### src/rtl/tx_parity.sv
// UART transmit parity generator: captures the parity of the data word on a load
// strobe and holds it stable while the serializer shifts the frame out.
module tx_parity #(
  parameter int DATA_WIDTH  = 8,
  parameter int PARITY_MODE = 0
) (
  input  logic                  clk,
  input  logic                  reset,
  input  logic [DATA_WIDTH-1:0] data,
  input  logic                  parity_load,
  output logic                  parity_out,
  output logic                  parity_valid
);

  typedef enum logic [1:0] {
    MODE_EVEN  = 2'd0,
    MODE_ODD   = 2'd1,
    MODE_MARK  = 2'd2,
    MODE_SPACE = 2'd3
  } mode_t;

  // Out-of-range mode values fall back to even parity.
  localparam mode_t MODE = (PARITY_MODE >= 0 && PARITY_MODE <= 3)
                           ? mode_t'(PARITY_MODE[1:0]) : MODE_EVEN;

  logic next_parity;

  always_comb begin
    next_parity = 1'b0;
    unique case (MODE)
      MODE_EVEN:  next_parity = ^data;
      MODE_ODD:   next_parity = ~(^data);
      MODE_MARK:  next_parity = 1'b1;
      MODE_SPACE: next_parity = 1'b0;
      default:    next_parity = ^data;
    endcase
  end

  always_ff @(posedge clk) begin
    if (!reset) begin
      parity_out   <= 1'b0;
      parity_valid <= 1'b0;
    end else if (parity_load) begin
      parity_out   <= next_parity;
      parity_valid <= 1'b1;
    end
  end

endmodule

### config.mk
export PLATFORM = sky130hd
export DESIGN_NAME = tx_parity
export DESIGN_NICKNAME = d
export VERILOG_FILES = /design/src/rtl/tx_parity.sv
export SDC_FILE = /design/constraint.sdc
export NUM_CORES = 1
export LEC_CHECK = 0
export ABC_AREA = 1
export CORE_AREA = 2 2 39 41
export DETAILED_ROUTE_END_ITERATION = 6
export DIE_AREA = 0 0 41 43
export SLEW_MARGIN = 20
export SYNTH_ARGS = -nofsm -noshare
export SYNTH_HDL_FRONTEND = slang
export SYNTH_SLANG_ARGS = --single-unit
### constraint.sdc
create_clock -name clk -period 0.9 [get_ports clk]
set_clock_uncertainty 0.1 [all_clocks]
set_input_delay 0.18 -clock clk [delete_from_list [all_inputs] [get_ports clk]]
set_output_delay 0.18 -clock clk [all_outputs]
set_load 0.02 [all_outputs]
# == Yosys cells after proc, flatten, opt, wreduce, memory -nomap -nowiden ==
# Index checks and enable logic that the tools add are counted.
# totals
input_bits,11
out_inout_bits,2
register_bits,2
# classes
n_reduce_logical,1
# ops
cell,count
8-bit XOR reduction,1

# == Depth between registers and ports, before layout ==
# logic_depth
depth_word,1
mapped_depth,9

# == Worst setup path after synthesis ==
# No wires, ideal clock.
# synth_path
kind,input port to flip-flop
start,input port data[0]
end,register parity_out
t_arrival_ns,0.600
required_ns,0.691
stages,9
setup_time_ns,0.109
setup_slack_ns,0.091
path_cell_list,inv_1 nand2_1 nand2_1 nand2_1 nand2_1 nand2_1 nand3_1 nand2_1 inv_1
# synth_via
elab_chain_cells,1
# synth_lines
item,line,text
start: declaration,9,"input logic [DATA_WIDTH-1:0] data,"
8-bit XOR reduction,--,
end signal: assignment,44,parity_out <= next_parity;
end: declaration,11,"output logic parity_out,"
# No other way between the ends.
# A chain may end at the register's enable or synchronous reset.

# == Worst setup path after layout ==
# layout_path
start,register parity_out
end,output port parity_out
# No word-level cell between the ends.

==> summary.md <==
| Metric | Value |
|---|---|
| WL/cell | 6.138 um |
| Initial antenna violation count | 0 |
| Fmax | 1063 MHz |
| Final slew viol count | 0 |
| Vias in the first global route | 276 |
| Endpoints failing hold | 0 |
| Clock buffer count from CTS | 3 |
| Crit-path max FO | 2 |
| Post-DP HPWL | 461.4 um |
| Relative slew slack | 91.95% |
| DR DRC count | 0 |
| Via count | 343 |
| Share of cells above drive strength 1 | 21.13% |
| Total nets after synthesis | 67 |
| Slowest stage cell, crit path | dfxtp_2 |
| WL final | 534 um |
| Crit share post-route | 104.6% |
| Ant diodes | 0 |
| Worst-path clk slew | 0.03 ns |
| CTS Hold Bufs | 0 |
| GRT Overall Usage | 7.415% |
| Area Growth Syn to Fin | 53.33% |
| DRT iter0 DRCs | 8 |
| First-pass GRT wire length | 814 um |
| CTS tree | built |
| Worst vdd ir | 0.0005710 V |
| Critical path's top delay family | flip-flops |
| Total global routing overflow | 0 |
| Clock Path Buffers | 2 |
| Final Wtd Congestion | 0.6304 |
| Buffers on Ports | 12 |
| Largest net degree at the start of global routing | 4 |
| Crit end category | output pin |
| DR pass1 iterations | 4 |
| RSZ-0062 raised after global routing | true |
| Final nets | 84 |
| Die Ht | 43 um |
| Skew-Pair Late Insertion Delay | 0.23 ns |
| Worst Path Buf+Inv | 1 |
| Final setup fails | 2 |
| Type of origin of the critical path | flop |
| Worst slew pin tran | 0.1206 ns |
| Final WS setup | -0.04115 ns |
| Sequential area share after synthesis | 16.41% |
| # IOs | 13 |
| Clock root buffer | clkbuf_4 |
| Fin Setup TNS | -0.07445 ns |
| Leakage | 0.2690 nW |
| CTS Sinks | 2 |
| Post-CTS Setup Bufs | 0 |
| Vias/cell | 3.943 |
| Avg Cell Area, Syn | 4.357 sq um |
| Mapped Cells | 56 |
| CP Class | reg -> out |
| H-tree depth | 1 |
| Leading cell type in the layout, fill and taps excluded | nand2_1 |
| HP Class | in -> reg |
| Failing checks | setup timing |
| Status | finished with violations |
| Max Cap Viol | 0 |
| #FFs+latches synth | 2 |
| Core area | 0.001384 sq mm |
| CP Cell Sequence | buf_6 |
| R2r setup slk | 0.17 ns |
| Commonest non-fill, non-tap cells in the layout | nand2_1 (39), inv_1 (10), clkbuf_2 (8) |
| Tot Pwr | 0.4370 mW |
| Final ANT Viol Nets | 0 |
| Slowest Stage Delay on Critical Path | 0.31 ns |
| Die footprint | 0.001763 sq mm |
| Pwr/cell area | 1168 mW/mm^2 |
| Initial Utilization | 17.63% |
| Num rows | 14 |
| Yosys warning total | 0 |
| Die X | 41 um |
| Layout fillers | 169 |
| Post-synth cell types | 5 |
| Tmin final | 0.9412 ns |
| Worst path arrival time | 0.66 ns |
| CP required | 0.62 ns |
| Synth Cell Area | 244.0 sq um |
[metal layers]
metal  track usage [%]  vias up  part of all wire, %  wire, um
met4             10.00        0                  5.1        27
met5                 0        -                    0         0
met2             12.50        7                   52       279
met1             5.112      142                   36       193
li1                  -      190                    -         -
met3             1.571        4                  6.2        33
[kinds of logic after synthesis]
| family | after synthesis | synth area share, % |
|---|---|---|
| buffers and inverters | 10 | 15.39 |
| and+or+nand+nor | 44 | 68.20 |
| DFF | 2 | 16.41 |
[Yosys cell counts]
cell,n,area (sq um)
dfxtp_1,2,40.04
inv_1,10,37.54
nand2_1,39,146.4
nand3_1,1,5.000
nor2_1,4,15.01
[layout make-up]
| class | count | area, sq um | share of cell area, % |
|---|---|---|---|
| Clock buffer | 3 | 22.52 | 6.020 |
| Inverter | 10 | 37.54 | 10.03 |
| Tap cell | 16 | 20.02 | 5.351 |
| Multi-Input combinational cell | 44 | 166.4 | 44.48 |
| Sequential cell | 2 | 42.54 | 11.37 |
| Timing Repair Buffer | 12 | 85.08 | 22.74 |
[worst paths after layout]
check,endpoint,start,depth (start not counted)
max,parity_out,parity_out$_SDFFE_PN0P_,1
min,parity_valid$_SDFFE_PN0P_,parity_load,3
max reg2reg,parity_out$_SDFFE_PN0P_,parity_out$_SDFFE_PN0P_,4
min reg2reg,parity_valid$_SDFFE_PN0P_,parity_valid$_SDFFE_PN0P_,2
[sequential cells by signal (all words and copies together) (netlist names)]
register and cells:
parity_out 1, parity_valid 1
[per-stage QoR]
stage	instances	cell area (sq um)	utilization, %	hold slack, ns	worst slack [ns]
global placement	84	384.1	27.76	0.3650	-0.4799
CTS	87	402.9	29.11	0.3809	-0.04790
detailed placement	84	384.1	27.76	0.3695	-0.5103
finish	87	374.1	27.03	0.1527	-0.04115
floorplan	56	244.0	-	0.1958	0.09074
global route	87	374.1	27.03	0.2033	-0.05784
[timing repair]
action | CTS | global route
setup endpoints to repair | 3 | 3
cloned | 0 | 0
pin swaps | 0 | 1
resized for setup | 23 | 16
[power by group]
group,internal [mW],switching (mW)
registers,0.0975,0.00428
clock network,0.147,0.0528
logic,0.0620,0.0732
total,0.307,0.130
No activity file was read; power rests on OpenSTA's default activity.
